**src/rtl/dla_axi_lite_m_seq.sv**
```systemverilog
// dla_axi_lite_m_seq: AXI-Lite manager with independent multi-beat read and write engines.
// Ports: clk_i/rstn_i; wr_cmd_* and rd_cmd_* take (base, len) commands when the engine is idle;
// wr_data_* / rd_data_* are valid/ready streams toward the DLA side; wr/rd_done_o pulse once per
// command with wr/rd_err_o flagging any non-OKAY response; pp_* is the AXI-Lite manager port.
module dla_axi_lite_m_seq #(
  parameter int AXI_ADDR_WIDTH  = 16,
  parameter int AXI_DATA_WIDTH  = 32,
  parameter int LEN_WIDTH       = 8,
  parameter int MAX_OUTSTANDING = 4
) (
  input  logic                        clk_i,
  input  logic                        rstn_i,
  input  logic                        wr_cmd_valid_i,
  output logic                        wr_cmd_ready_o,
  input  logic [AXI_ADDR_WIDTH-1:0]   wr_addr_i,
  input  logic [LEN_WIDTH-1:0]        wr_len_i,
  input  logic [AXI_DATA_WIDTH-1:0]   wr_data_i,
  input  logic                        wr_data_valid_i,
  output logic                        wr_data_ready_o,
  output logic                        wr_done_o,
  output logic                        wr_err_o,
  input  logic                        rd_cmd_valid_i,
  output logic                        rd_cmd_ready_o,
  input  logic [AXI_ADDR_WIDTH-1:0]   rd_addr_i,
  input  logic [LEN_WIDTH-1:0]        rd_len_i,
  output logic [AXI_DATA_WIDTH-1:0]   rd_data_o,
  output logic                        rd_data_valid_o,
  input  logic                        rd_data_ready_i,
  output logic                        rd_done_o,
  output logic                        rd_err_o,
  output logic                        pp_awvalid_o,
  input  logic                        pp_awready_i,
  output logic [AXI_ADDR_WIDTH-1:0]   pp_awaddr_o,
  output logic [2:0]                  pp_awprot_o,
  output logic                        pp_wvalid_o,
  input  logic                        pp_wready_i,
  output logic [AXI_DATA_WIDTH-1:0]   pp_wdata_o,
  output logic [AXI_DATA_WIDTH/8-1:0] pp_wstrb_o,
  input  logic                        pp_bvalid_i,
  output logic                        pp_bready_o,
  input  logic [1:0]                  pp_bresp_i,
  output logic                        pp_arvalid_o,
  input  logic                        pp_arready_i,
  output logic [AXI_ADDR_WIDTH-1:0]   pp_araddr_o,
  output logic [2:0]                  pp_arprot_o,
  input  logic                        pp_rvalid_i,
  output logic                        pp_rready_o,
  input  logic [AXI_DATA_WIDTH-1:0]   pp_rdata_i,
  input  logic [1:0]                  pp_rresp_i
);
  localparam int CW = LEN_WIDTH + 1;
  localparam int OW = $clog2(MAX_OUTSTANDING + 1);
  localparam logic [AXI_ADDR_WIDTH-1:0] STEP = AXI_ADDR_WIDTH'(AXI_DATA_WIDTH / 8);
  localparam logic [OW-1:0] MAX_OUT = OW'(MAX_OUTSTANDING);
  typedef enum logic [1:0] {IDLE, ISSUE, DRAIN, DONE} state_e;
  state_e wr_st_q, wr_st_d, rd_st_q, rd_st_d;
  logic [AXI_ADDR_WIDTH-1:0] awaddr_q, awaddr_d, araddr_q, araddr_d;
  logic [CW-1:0] wr_beats_q, wr_beats_d, aw_cnt_q, aw_cnt_d, w_cnt_q, w_cnt_d, b_cnt_q, b_cnt_d;
  logic [CW-1:0] rd_beats_q, rd_beats_d, ar_cnt_q, ar_cnt_d, r_cnt_q, r_cnt_d;
  logic [OW-1:0] wr_out_q, wr_out_d, rd_out_q, rd_out_d;
  logic wr_err_q, wr_err_d, rd_err_q, rd_err_d, awvalid_q, awvalid_d, arvalid_q, arvalid_d;
  logic wr_cmd_hs, aw_hs, w_hs, b_hs, w_act, rd_cmd_hs, ar_hs, r_hs, r_act;
  assign pp_awvalid_o = awvalid_q;
  assign pp_awaddr_o  = awaddr_q;
  assign pp_awprot_o  = '0;
  assign pp_wdata_o   = wr_data_i;
  assign pp_wstrb_o   = '1;
  assign pp_arvalid_o = arvalid_q;
  assign pp_araddr_o  = araddr_q;
  assign pp_arprot_o  = '0;
  assign rd_data_o    = pp_rdata_i;
  // Write engine: W beats are counted separately from AW so data may run ahead of addresses.
  always_comb begin
    wr_cmd_ready_o  = wr_st_q == IDLE;
    wr_cmd_hs       = wr_cmd_valid_i & wr_cmd_ready_o;
    w_act           = wr_st_q == ISSUE && w_cnt_q < wr_beats_q;
    pp_wvalid_o     = wr_data_valid_i & w_act;
    wr_data_ready_o = pp_wready_i & w_act;
    pp_bready_o     = wr_st_q == ISSUE || wr_st_q == DRAIN;
    aw_hs           = awvalid_q & pp_awready_i;
    w_hs            = pp_wvalid_o & pp_wready_i;
    b_hs            = pp_bvalid_i & pp_bready_o;
    wr_beats_d      = wr_cmd_hs ? CW'(wr_len_i) + CW'(1) : wr_beats_q;
    awaddr_d        = wr_cmd_hs ? wr_addr_i : aw_hs ? awaddr_q + STEP : awaddr_q;
    aw_cnt_d        = wr_cmd_hs ? '0 : aw_cnt_q + CW'(aw_hs);
    w_cnt_d         = wr_cmd_hs ? '0 : w_cnt_q + CW'(w_hs);
    b_cnt_d         = wr_cmd_hs ? '0 : b_cnt_q + CW'(b_hs);
    wr_out_d        = wr_out_q + OW'(aw_hs) - OW'(b_hs);
    wr_err_d        = wr_cmd_hs ? 1'b0 : wr_err_q | (b_hs & |pp_bresp_i);
    // A pending AW holds; a new one is raised only from registered state, never from awready.
    awvalid_d       = (awvalid_q & ~pp_awready_i) |
                      (wr_st_q == ISSUE && aw_cnt_d < wr_beats_q && wr_out_d < MAX_OUT);
    wr_st_d         = wr_st_q == IDLE ? (wr_cmd_hs ? ISSUE : IDLE) :
                      wr_st_q == DONE ? IDLE :
                      b_cnt_d == wr_beats_q ? DONE :
                      (wr_st_q == ISSUE && aw_cnt_d == wr_beats_q && w_cnt_d == wr_beats_q) ? DRAIN :
                      wr_st_q;
    wr_done_o       = wr_st_q == DONE;
    wr_err_o        = wr_done_o & wr_err_q;
  end
  // Read engine: R data flows straight through to the consumer, so backpressure reaches RREADY.
  always_comb begin
    rd_cmd_ready_o  = rd_st_q == IDLE;
    rd_cmd_hs       = rd_cmd_valid_i & rd_cmd_ready_o;
    r_act           = rd_st_q == ISSUE || rd_st_q == DRAIN;
    rd_data_valid_o = pp_rvalid_i & r_act;
    pp_rready_o     = rd_data_ready_i & r_act;
    ar_hs           = arvalid_q & pp_arready_i;
    r_hs            = pp_rvalid_i & pp_rready_o;
    rd_beats_d      = rd_cmd_hs ? CW'(rd_len_i) + CW'(1) : rd_beats_q;
    araddr_d        = rd_cmd_hs ? rd_addr_i : ar_hs ? araddr_q + STEP : araddr_q;
    ar_cnt_d        = rd_cmd_hs ? '0 : ar_cnt_q + CW'(ar_hs);
    r_cnt_d         = rd_cmd_hs ? '0 : r_cnt_q + CW'(r_hs);
    rd_out_d        = rd_out_q + OW'(ar_hs) - OW'(r_hs);
    rd_err_d        = rd_cmd_hs ? 1'b0 : rd_err_q | (r_hs & |pp_rresp_i);
    arvalid_d       = (arvalid_q & ~pp_arready_i) |
                      (rd_st_q == ISSUE && ar_cnt_d < rd_beats_q && rd_out_d < MAX_OUT);
    rd_st_d         = rd_st_q == IDLE ? (rd_cmd_hs ? ISSUE : IDLE) :
                      rd_st_q == DONE ? IDLE :
                      r_cnt_d == rd_beats_q ? DONE :
                      (rd_st_q == ISSUE && ar_cnt_d == rd_beats_q) ? DRAIN :
                      rd_st_q;
    rd_done_o       = rd_st_q == DONE;
    rd_err_o        = rd_done_o & rd_err_q;
  end
  always_ff @(posedge clk_i or negedge rstn_i) begin
    if (!rstn_i) begin
      wr_st_q    <= IDLE;
      rd_st_q    <= IDLE;
      awaddr_q   <= '0;
      araddr_q   <= '0;
      wr_beats_q <= '0;
      aw_cnt_q   <= '0;
      w_cnt_q    <= '0;
      b_cnt_q    <= '0;
      rd_beats_q <= '0;
      ar_cnt_q   <= '0;
      r_cnt_q    <= '0;
      wr_out_q   <= '0;
      rd_out_q   <= '0;
      wr_err_q   <= 1'b0;
      rd_err_q   <= 1'b0;
      awvalid_q  <= 1'b0;
      arvalid_q  <= 1'b0;
    end else begin
      wr_st_q    <= wr_st_d;
      rd_st_q    <= rd_st_d;
      awaddr_q   <= awaddr_d;
      araddr_q   <= araddr_d;
      wr_beats_q <= wr_beats_d;
      aw_cnt_q   <= aw_cnt_d;
      w_cnt_q    <= w_cnt_d;
      b_cnt_q    <= b_cnt_d;
      rd_beats_q <= rd_beats_d;
      ar_cnt_q   <= ar_cnt_d;
      r_cnt_q    <= r_cnt_d;
      wr_out_q   <= wr_out_d;
      rd_out_q   <= rd_out_d;
      wr_err_q   <= wr_err_d;
      rd_err_q   <= rd_err_d;
      awvalid_q  <= awvalid_d;
      arvalid_q  <= arvalid_d;
    end
  end
endmodule
```
**config.mk**
```make
export PLATFORM = sky130hd
export DESIGN_NAME = dla_axi_lite_m_seq
export DESIGN_NICKNAME = d
export VERILOG_FILES = /design/src/rtl/dla_axi_lite_m_seq.sv
export SDC_FILE = /design/constraint.sdc
export NUM_CORES = 1
export LEC_CHECK = 0
export CAP_MARGIN = 0
export CORE_MARGIN = 2
export CORE_UTILIZATION = 42
export CTS_CLUSTER_SIZE = 30
export DETAILED_ROUTE_END_ITERATION = 7
export GPL_ROUTABILITY_DRIVEN = 0
export PLACE_DENSITY_LB_ADDON = 0.3
export SLEW_MARGIN = 20
export SYNTH_ARGS = -nofsm -noshare
export SYNTH_HDL_FRONTEND = slang
export SYNTH_SLANG_ARGS = --single-unit
```
**constraint.sdc**
```tcl
create_clock -name clk_i -period 3.8 [get_ports clk_i]
set_clock_uncertainty 0.2 [all_clocks]
set_input_delay 0.38 -clock clk_i [delete_from_list [all_inputs] [get_ports clk_i]]
set_output_delay 0.38 -clock clk_i [all_outputs]
set_load 0.05 [all_outputs]
```
Word-level counts from Yosys, hierarchy flattened
Cells that the tools add are included.

Flip-flop bits (word level): 109. Latch bits: 0. RAM bits: 0. Bits in read-only memories: 0. Input bits: 127. Output and inout bits: 119. Word-level logic and storage cells: 108. Memories: 0.

Add/subtract/negate cells: 13. $mul: 0. Divide/modulo/power cells: 0. $lt $le $gt $ge: 5. Equal/unequal tests: 11. Shift operators: 0. Muxes and demuxes: 21. Bitwise gates (word level): 23. Reduce and logical (&&, ||, !) cells: 18.

Operator list (number): $mux 16 (4); $add 9x1->9 (5); $eq 9x9->1 (5); $mux 9 (5); $add 16x3->16 const B (2); $lt 9x9->1 (3); $add 8x1->9 const B (2); $and 1x1->1 (17); $mux 2 (8); $eq 2x2->1 const B (4); $logic_and 1x1->1 (8); $reduce_bool 4->1 (2); $add 3x1->3 (2); $lt 3x3->1 const B (2); $sub 3x1->3 (2); $eq 2x1->1 const B (2); $logic_not 2->1 (2); $mux 1 (4); $or 1x1->1 (4); $reduce_bool 2->1 (2); $reduce_or 2->1 (2); $logic_or 1x1->1 (2); $not 1->1 (2).

Depth between registers and ports, before layout
Gate-level depths: netlist (run 1).

Word-level depth: 12. Depth in mapped cells: 17. Mapped depth without buffers: 17.

Worst setup path after synthesis (run 1)
Ideal clock, no wire load.

Path kind: register to register. Start point: register wr_beats_q[1]. End point: register wr_st_q[0]. Library setup time: 0.124 ns. Arrival time: 3.315 ns. Data required time: 3.476 ns. Path slack: 0.161 ns. Stages on the path, launching flop included: 18. Path buffers: 0. Period minus slack after synthesis: 3.639 ns. Cell sequence: dfrtp_1 > inv_1 > ha_1 > a21o_1 > a21o_1 > a21o_1 > a21oi_1 > o2111a_1 > and3_1 > ha_1 > ha_1 > nand3_1 > or4_1 > nand3_1 > nand4b_1 > o41ai_2 > a21oi_2 > mux2i_1.

Word-level cells in the longest chain between the ends: 9. Elaborated cells between the ends (all ways): 15. Those cells by class: add/sub (1); order compare (1); eq/ne (3); mux (4); bitwise (2); reduce/logical (4).

Ends and longest elaborated chain: start: declaration (RTL line 58) `logic [CW-1:0] wr_beats_q, wr_beats_d, aw_cnt_q, aw_cnt_d, w_cnt_q, w_cnt_d, b_cnt_q, b_cnt_d;`; start signal: assignment (RTL line 150) `wr_beats_q <= wr_beats_d;`; $lt 9x9->1 (RTL line 76) `w_act = wr_st_q == ISSUE && w_cnt_q < wr_beats_q;`; $logic_and 1x1->1 (RTL line 76); $and 1x1->1 (RTL line 77) `pp_wvalid_o = wr_data_valid_i & w_act;`; $and 1x1->1 (RTL line 81) `w_hs = pp_wvalid_o & pp_wready_i;`; $add 9x1->9 (RTL line 86) `w_cnt_d = wr_cmd_hs ? '0 : w_cnt_q + CW'(w_hs);`; $mux 9 (RTL line 86); $eq 9x9->1 (RTL line 96) `(wr_st_q == ISSUE && aw_cnt_d == wr_beats_q && w_cnt_d == wr_beats_q) ? DRAIN :`; $logic_and 1x1->1 (RTL line 96); $reduce_bool 4->1 (no line); end signal: assignment (RTL line 146) `wr_st_q <= wr_st_d;`; end: declaration (RTL line 56) `state_e wr_st_q, wr_st_d, rd_st_q, rd_st_d;`.

Several ways; a longest one is shown, not always the timed one. A chain may end at the register's enable or synchronous reset.

Worst setup path in the final report (run 1)
Ends and elaborated chain as after synthesis.

==> reports/metrics.csv, run 1 <==
metric;value;unit
cts_buffer_depth;2;
worstReg2RegEnd;wr_st_q[0];
viasPerCell;5.00;
status;completed;
grt_usage;18.2;%
fillCellCount;1552;
slew_viol_final;0;
ys_seq_elements;109;
hold_viol;0;
num_rows;47;
synth_area;0.00708;mm^2
r2r_setup_slack;0.13;ns
grt_max_degree;57;
syn_to_final_growth;18.2;%
antennaDiodeCount;0;
final.min_clock_period;3.67;ns
hold_path_class;flop to flop;
r2r_cells;17;
yosysMostFrequentCell;dfrtp_1;
synth_common_cells;dfrtp_1, nand2_1, buf_4;
cp.arrival;3.71;ns
worstSetupStartpointType;flop;
cts_tree;done;
dr.pass1.iters;4;
instances_no_fill;1060;
slowest_stage;or4_4;
wl;15700;um
initial_core_util;42.9;%
async_reset_ff_share;100;%
yosysTopAreaCellShare;38.5;%
clk_latency;0.36;ns
ios;246;
wire_per_inst;14.8;um
syn_avg_cell_area;9.14;um^2
grt_overflow;0;
seq_area_frac_synth;38.5;%
hpwl;12000;um
drtIter0Drc;217;
r2r-start;wr_beats_q[1];
clkTransAtPathRegs;0.07;ns
path_cells;inv_2, ha_4, a21o_1, a21o_1, a21o_1, a21oi_2, o2111a_1, and3_4, ha_4, ha_4, nand3_1, or4_4, nand3_2, nand4b_1, o41ai_2, a21oi_2, mux2i_1;
p_total;5.65;mW
slew-limit-headroom;51.6;%
ant_nets;0;
crit_path_start;wr_beats_q[1];
drc;0;
yosys.area.top_type;dfrtp_1;
powerDensity;675;mW/mm^2
setup_ws;0.129;ns
dieArea;0.0179;mm^2
place_inst;1041;
dieWidth;134;um
synth-edff-count;0;
critPathMaxFanout;3;
yosysUniqueCellTypes;59;
cap_viol_max_count;0;
grt_pass1_vias;5249;
vias;5301;
final_nets;1014;
required;3.84;ns
syn_inst;775;
fin_worst_hold_slack;0.278;ns
ys_warn_count;0;
portBuffers;107;
htree_levels;3;
worst_pin_slew;0.725;ns
min_from;pp_araddr_o[0];
antenna_found_initial;1;
drive_gt1_share;8.10;%
die_h;134;um
final.period_utilization;96.6;%
finalSetupViolations;0;
synthFlopType;dfrtp_1;
rsz0062_at_grt;true;
slowest_delay;0.44;ns
core;0.0165;mm^2
critical_path_class;flop to flop;
cts_sinks;109;
ys_top_cells_by_area;dfrtp_1, ha_1, buf_4;
fmaxAchievable;0.272;GHz
cts-root-buf;clkbuf_16;
hold_path_end;pp_araddr_o[0];
hold_depth;2;
ir_worst_vdd;0.000463;V
p_leak;3.63;nW
numCtsBuffers;9;
end_kind;flop;
grt_pass1_wl;26100;um
dp_slack;0.0465;ns
per-layer routing:
metal	share of wire (%)	GRT usage, %	vias up
li1	-	-	2680
met2	47	29.1	136
met5	0.083	0	-
met1	45	24.2	2459
met3	6.4	5.67	24
met4	1.7	4.61	2
state kept, by name (all words and copies together), names as in the netlist:
register,count
w_cnt_q,9
pp_awaddr_o,16
b_cnt_q,9
wr_beats_q,9
ar_cnt_q,9
wr_st_q,2
rd_err_q,1
aw_cnt_q,9
wr_out_q,3
rd_out_q,3
rd_st_q,2
pp_araddr_o,16
rd_beats_q,9
pp_arvalid_o,1
r_cnt_q,9
pp_awvalid_o,1
wr_err_q,1
what timing repair did:
action                                  in CTS  in global routing
endpoints found under the setup margin       1                  2
pin swaps                                    1                 12
gates resized for setup                      0                 14
setup buffers                                0                  2
hold endpoints to repair                    53                  0
hold buffers                                 1                  0
cell type report:
cell class	count	area, um^2	area share, %
Clock buffer	10	229	2.73
Sequential cell	109	2730	32.6
Tap cell	220	275	3.29
Multi-Input combinational cell	541	3670	43.8
Inverter	37	139	1.66
Timing Repair Buffer	137	1300	15.5
Clock inverter	6	37.5	0.448
kinds of logic (layout without fill, tap and decap cells):
kind of cell	after synthesis	after routing	share of synthesized area, %
simple gates	264	264	18.6
xor+xnor	80	80	9.89
compound gates	127	127	11.1
mux	8	8	1.18
flops	109	109	38.5
other cells	2	10	0.106
buf+inv	133	190	11.3
fa+ha+maj	52	52	9.40
layout by cell type (no fill, tap or decap), types with 3 or more instances in the layout:
cell type	n
a21o_1	4
xor2_1	38
o21a_1	10
o211ai_1	8
mux2i_1	5
mux2_2	3
or3_1	7
and2_1	16
o21ai_0	61
and3_1	9
nand2_1	101
nor3_1	4
dfrtp_1	109
a21boi_0	5
o2111ai_1	3
conb_1	10
nor2_1	45
nor2b_1	7
ha_1	47
a21oi_2	3
or4_4	3
a21oi_1	15
nand4_1	17
ha_4	3
buf_4	30
a31oi_1	4
xnor2_1	42
clkinv_2	4
inv_1	34
nand3_1	33
clkbuf_16	9
clkdlybuf4s50_1	106
stage by stage:
| stage | area, um^2 | utilization [%] | setup TNS, ns |
|---|---|---|---|
| after detailed placement | 8000 | 48.4 | 0 |
| after global routing | 8370 | 50.7 | -0.0593 |
| after global placement | 8000 | 48.4 | 0 |
| after floorplan | 7110 | - | 0 |
| after CTS | 8280 | 50.1 | 0 |
| final | 8370 | 50.7 | 0 |
power breakdown:
group | internal (mW) | switching [mW]
Combinational | 1.17 | 1.78
Sequential | 1.51 | 0.309
Clock | 0.445 | 0.440
critical path, delay by kind of cell, from the launching register on:
family                     cells  cell delay, ns
muxes                          1            0.13
adders and majority gates      3            0.48
AOI/OAI and AO/OA              7            1.33
DFF                            1            0.39
buffers and inverters          1            0.08
and+or+nand+nor                5            0.97
worst max-delay path by stage:
| stage | end |
|---|---|
| after floorplan | wr_st_q[0] |
| after global placement | wr_st_q[0] |
| after detailed placement | wr_st_q[0] |
| after CTS | wr_st_q[0] |
| after global routing | wr_st_q[0] |
| final | wr_st_q[0] |
Power figures use the tool's default switching activity.
==> run 2, diff against run 1 <==
CORE_UTILIZATION = 45   (was 42)
clock period = 4 ns   (was 3.8 ns; I/O delays follow)
==> reports/metrics.csv, run 2 (synthesis results as in run 1) <==
metric;value;unit;change
status;completed;;unchanged
numCtsBuffers;9;;unchanged
worst_pin_slew;0.812;ns;was 0.725 ns
cap_viol_max_count;0;;unchanged
grt_usage;19.4;%;was 18.2%
vias;5242;;was 5301
cts-root-buf;clkbuf_16;;unchanged
wire_per_inst;14.9;um;was 14.8 um
clkTransAtPathRegs;0.08;ns;was 0.07 ns
antenna_found_initial;0;;was 1
dieArea;0.0168;mm^2;was 0.0179 mm^2
finalSetupViolations;0;;unchanged
fin_worst_hold_slack;0.276;ns;was 0.278 ns
required;4.05;ns;was 3.84 ns
placed_area;0.00789;mm^2;was 0.00800 mm^2
ant_nets;0;;unchanged
grt_pass1_wl;25900;um;was 26100 um
ios;246;;unchanged
dieWidth;129;um;was 134 um
grt_pass1_vias;5246;;was 5249
core;0.0153;mm^2;was 0.0165 mm^2
grt_overflow;0;;unchanged
end_kind;flop;;unchanged
p_total;5.41;mW;was 5.65 mW
internal-power;3.00;mW;was 3.12 mW
cts_tree;done;;unchanged
clk_latency;0.36;ns;about the same
slew_viol_final;0;;unchanged
setup_tns;0;ns;unchanged
drtIter0Drc;384;;was 217
fillCellCount;1458;;was 1552
place_inst;1019;;was 1041
wl;15500;um;was 15700 um
ir_worst_vdd;0.000458;V;was 0.000463 V
fin_area;0.00827;mm^2;was 0.00837 mm^2
fin_util;54.0;%;was 50.7%
critPathMaxFanout;5;;was 3
htree_levels;3;;unchanged
cp.arrival;3.82;ns;was 3.71 ns
final.period_utilization;94.3;%;was 96.6%
hpwl;11700;um;was 12000 um
powerDensity;654;mW/mm^2;was 675 mW/mm^2
portBuffers;107;;unchanged
hold_path_class;flop to flop;;unchanged
worstSetupStartpointType;flop;;unchanged
fmaxAchievable;0.265;GHz;was 0.272 GHz
p_sw;2.40;mW;was 2.53 mW
syn_to_final_growth;16.7;%;was 18.2%
clkPwrFrac;17.8;%;was 15.6%
hold_viol;0;;unchanged
final_common_cell;dfrtp_1;;unchanged
final_cell_mix;dfrtp_1, clkdlybuf4s50_1, nand2_1;;unchanged
grt_max_degree;63;;was 57
slew-limit-headroom;45.9;%;was 51.6%
instances_no_fill;1037;;was 1060
drive_gt1_share;5.93;%;was 8.10%
dr.pass1.iters;4;;unchanged
final.min_clock_period;3.77;ns;was 3.67 ns
rsz0062_at_grt;false;;was true
cts_sinks;109;;unchanged
antennaDiodeCount;0;;unchanged
initial_core_util;46.2;%;was 42.9%
cts_buffer_depth;2;;unchanged
dp_slack;0.142;ns;was 0.0465 ns
viasPerCell;5.05;;was 5.00
p_leak;3.57;nW;was 3.63 nW
die_h;129;um;was 134 um
sw_frac_of_total;44.5;%;was 44.8%
num_rows;45;;was 47
final_nets;1000;;was 1014
p_seq_share;32.1;%;was 32.2%
combPwrFrac;50.1;%;was 52.2%
drc;0;;unchanged
setup_ws;0.226;ns;was 0.129 ns
critical_path_class;flop to flop;;unchanged
-- run 2: final timing paths --
| check | endpoint | from | cells after the start | slack (ns) |
|---|---|---|---|---|
| worst max register to register | wr_st_q[0] | w_cnt_q[1] | 16 | 0.23 |
| worst max-delay path | wr_st_q[0] | w_cnt_q[1] | 16 | 0.23 |
| min in group asynchronous | w_cnt_q[8] | rstn_i | 2 | 0.46 |
| worst min register to register | pp_araddr_o[0] | pp_araddr_o[0] | 2 | 0.28 |
| max in group asynchronous | r_cnt_q[7] | rstn_i | 3 | 2.25 |
| worst min-delay path | pp_araddr_o[0] | pp_araddr_o[0] | 2 | 0.28 |
-- run 2: area by class of cell --
cell class	count	area, um^2	area share [%]
clock buffers	10	239	2.89
clock inverters	6	81.3	0.984
inverters	37	139	1.68
multi-input cells	541	3620	43.8
flip-flops and latches	109	2730	33.0
well taps	211	264	3.19
repair buffers	123	1190	14.4
-- run 2: repair_timing --
action                     CTS  global route
hold buffers                 1             0
hold endpoints to repair    60             0
setup endpoints to repair    0             2
gates resized for setup      0             7
buffers inserted             0             1
-- run 2: worst max-delay path: stages (launching register included) --
cell,delay (ns)
dfrtp_2,0.45
ha_1,0.28
a21o_1,0.16
a21o_1,0.17
a21o_1,0.16
a21oi_1,0.15
o2111a_1,0.21
and3_4,0.20
ha_4,0.15
ha_4,0.15
nand3_1,0.10
or4_4,0.44
nand3_1,0.10
nand4b_1,0.13
o41ai_2,0.42
a21oi_2,0.07
mux2i_1,0.13
-- run 2: power groups by stage --
stage | Clock [mW] | Combinational, mW | Sequential, mW
global placement | 0 | 2.67 | 1.75
detailed placement | 0 | 2.69 | 1.76
global route | 1.04 | 2.97 | 1.79
finish | 0.961 | 2.71 | 1.74
floorplan | 0 | 1.48 | 2.27
CTS | 0.990 | 2.71 | 1.74
-- run 2: routing by layer --
metal	up-vias	global-route usage, %	wire length [um]
li1	2647	-	-
met3	28	5.28	816
met4	0	5.95	351
met1	2415	25.7	7060
met2	152	31.1	7270
met5	-	0	0
==> run 3, diff against run 2 <==
RECOVER_POWER = 50   (was default)
==> reports/metrics.csv, run 3 (synthesis results as in run 1) <==
metric;value;unit;change
status;finished, violations left;;was completed
setup_ws;0.222;ns;was 0.226 ns
ant_nets;0;;unchanged
ios;246;;unchanged
worst_pin_slew;1.59;ns;was 0.812 ns
grt_overflow;0;;unchanged
fmaxAchievable;0.265;GHz;about the same
setup_tns;0;ns;unchanged
grt_pass1_wl;25900;um;unchanged
finalSetupViolations;0;;unchanged
num_rows;45;;unchanged
cap_viol_max_count;1;;was 0
cp.arrival;3.82;ns;about the same
vias;5275;;was 5242
hold_path_class;flop to flop;;unchanged
worstSetupStartpointType;flop;;unchanged
cts_tree;done;;unchanged
end_kind;flop;;unchanged
syn_to_final_growth;16.5;%;was 16.7%
dp_slack;0.142;ns;unchanged
critPathMaxFanout;5;;unchanged
core;0.0153;mm^2;unchanged
wl;15500;um;about the same
dieArea;0.0168;mm^2;unchanged
violations;capacitance limit, slew limit;;
grt_pass1_vias;5246;;unchanged
antennaDiodeCount;0;;unchanged
htree_levels;3;;unchanged
drive_gt1_share;5.57;%;was 5.93%
grt_max_degree;63;;unchanged
hold_viol;0;;unchanged
cts-root-buf;clkbuf_16;;unchanged
grt_usage;19.4;%;unchanged
cts_buffer_depth;2;;unchanged
powerDensity;654;mW/mm^2;about the same
p_leak;3.56;nW;was 3.57 nW
rsz0062_at_grt;false;;unchanged
final_cell_mix;dfrtp_1, clkdlybuf4s50_1, nand2_1;;unchanged
viasPerCell;5.09;;was 5.05
wire_per_inst;15.0;um;was 14.9 um
final.min_clock_period;3.78;ns;was 3.77 ns
drtIter0Drc;364;;was 384
antenna_found_initial;0;;unchanged
fillCellCount;1461;;was 1458
cts_sinks;109;;unchanged
slew_viol_final;63;;was 0
required;4.05;ns;about the same
fin_worst_hold_slack;0.275;ns;was 0.276 ns
hpwl;11700;um;unchanged
clkTransAtPathRegs;0.08;ns;about the same
numCtsBuffers;9;;unchanged
dieWidth;129;um;unchanged
fin_area;0.00825;mm^2;was 0.00827 mm^2
final_common_cell;dfrtp_1;;unchanged
dr.pass1.iters;5;;was 4
portBuffers;107;;unchanged
clk_latency;0.36;ns;about the same
die_h;129;um;unchanged
initial_core_util;46.2;%;unchanged
placed_area;0.00789;mm^2;unchanged
critical_path_class;flop to flop;;unchanged
final_nets;1000;;unchanged
final.period_utilization;94.4;%;was 94.3%
ir_worst_vdd;0.000458;V;about the same
drc;0;;unchanged
slew-limit-headroom;-5.70;%;was 45.9%
-- run 3: cell count changes in the layout (fill, tap and decap cells not counted) --
cell             change
clkdlybuf4s50_1      -2
buf_4                -4
dlygate4sd3_1        +2
and2_1               -2
clkbuf_2             +1
and2_0               +2
clkbuf_1             +3
-- run 3: worst max-delay path: stages (launching register included) --
cell and delay, ns:
dfrtp_2 0.45, ha_1 0.28, a21o_1 0.16, a21o_1 0.17
a21o_1 0.16, a21oi_1 0.15, o2111a_1 0.21, and3_4 0.20
ha_4 0.15, ha_4 0.15, nand3_1 0.10, or4_4 0.44
nand3_1 0.10, nand4b_1 0.13, o41ai_2 0.42, a21oi_2 0.07
mux2i_1 0.13
-- run 3: path summary, 6_finish.rpt --
| kind | start | to | slack (ns) | depth (start not counted) |
|---|---|---|---|---|
| max | w_cnt_q[1] | wr_st_q[0] | 0.22 | 16 |
| min | pp_araddr_o[0] | pp_araddr_o[0] | 0.28 | 2 |
| max reg2reg | w_cnt_q[1] | wr_st_q[0] | 0.22 | 16 |
| min reg2reg | pp_araddr_o[0] | pp_araddr_o[0] | 0.28 | 2 |
| max in group asynchronous | rstn_i | pp_awaddr_o[1] | 1.03 | 3 |
| min in group asynchronous | rstn_i | w_cnt_q[8] | 0.76 | 2 |
-- run 3: what timing repair did --
action	CTS	global route
hold buffers	1	0
hold endpoints to repair	60	0
endpoints found under the setup margin	0	2
setup buffers	0	1
resized for setup	0	7
-- run 3: area by class of cell --
| class | count | area (um^2) | share of cell area, % |
|---|---|---|---|
| tap | 211 | 264 | 3.20 |
| timing repair buffer | 123 | 1180 | 14.3 |
| clock inverter | 6 | 81.3 | 0.986 |
| clock buffer | 10 | 239 | 2.90 |
| sequential | 109 | 2730 | 33.1 |
| inverter | 37 | 139 | 1.68 |
| multi-input combinational | 541 | 3620 | 43.9 |
-- run 3: stage by stage --
step,util (%),cells,total power [mW]
floorplan,-,783,3.75
global placement,51.5,1019,4.42
detailed placement,51.5,1019,4.45
CTS,53.7,1036,5.44
global route,53.9,1037,5.79
finish,53.9,1037,5.40
-- run 3: routing by layer --
| metal | track usage, % | wire length [um] | vias up |
|---|---|---|---|
| met3 | 5.28 | 818 | 28 |
| met2 | 31.1 | 7280 | 151 |
| met5 | 0 | 0 | - |
| li1 | - | - | 2651 |
| met4 | 5.95 | 351 | 0 |
| met1 | 25.7 | 7060 | 2445 |
-- run 3: where the power goes --
| part | switching [mW] | internal, mW |
|---|---|---|
| logic | 1.66 | 1.04 |
| clock network | 0.444 | 0.516 |
| registers | 0.304 | 1.43 |
| total | 2.41 | 2.99 |
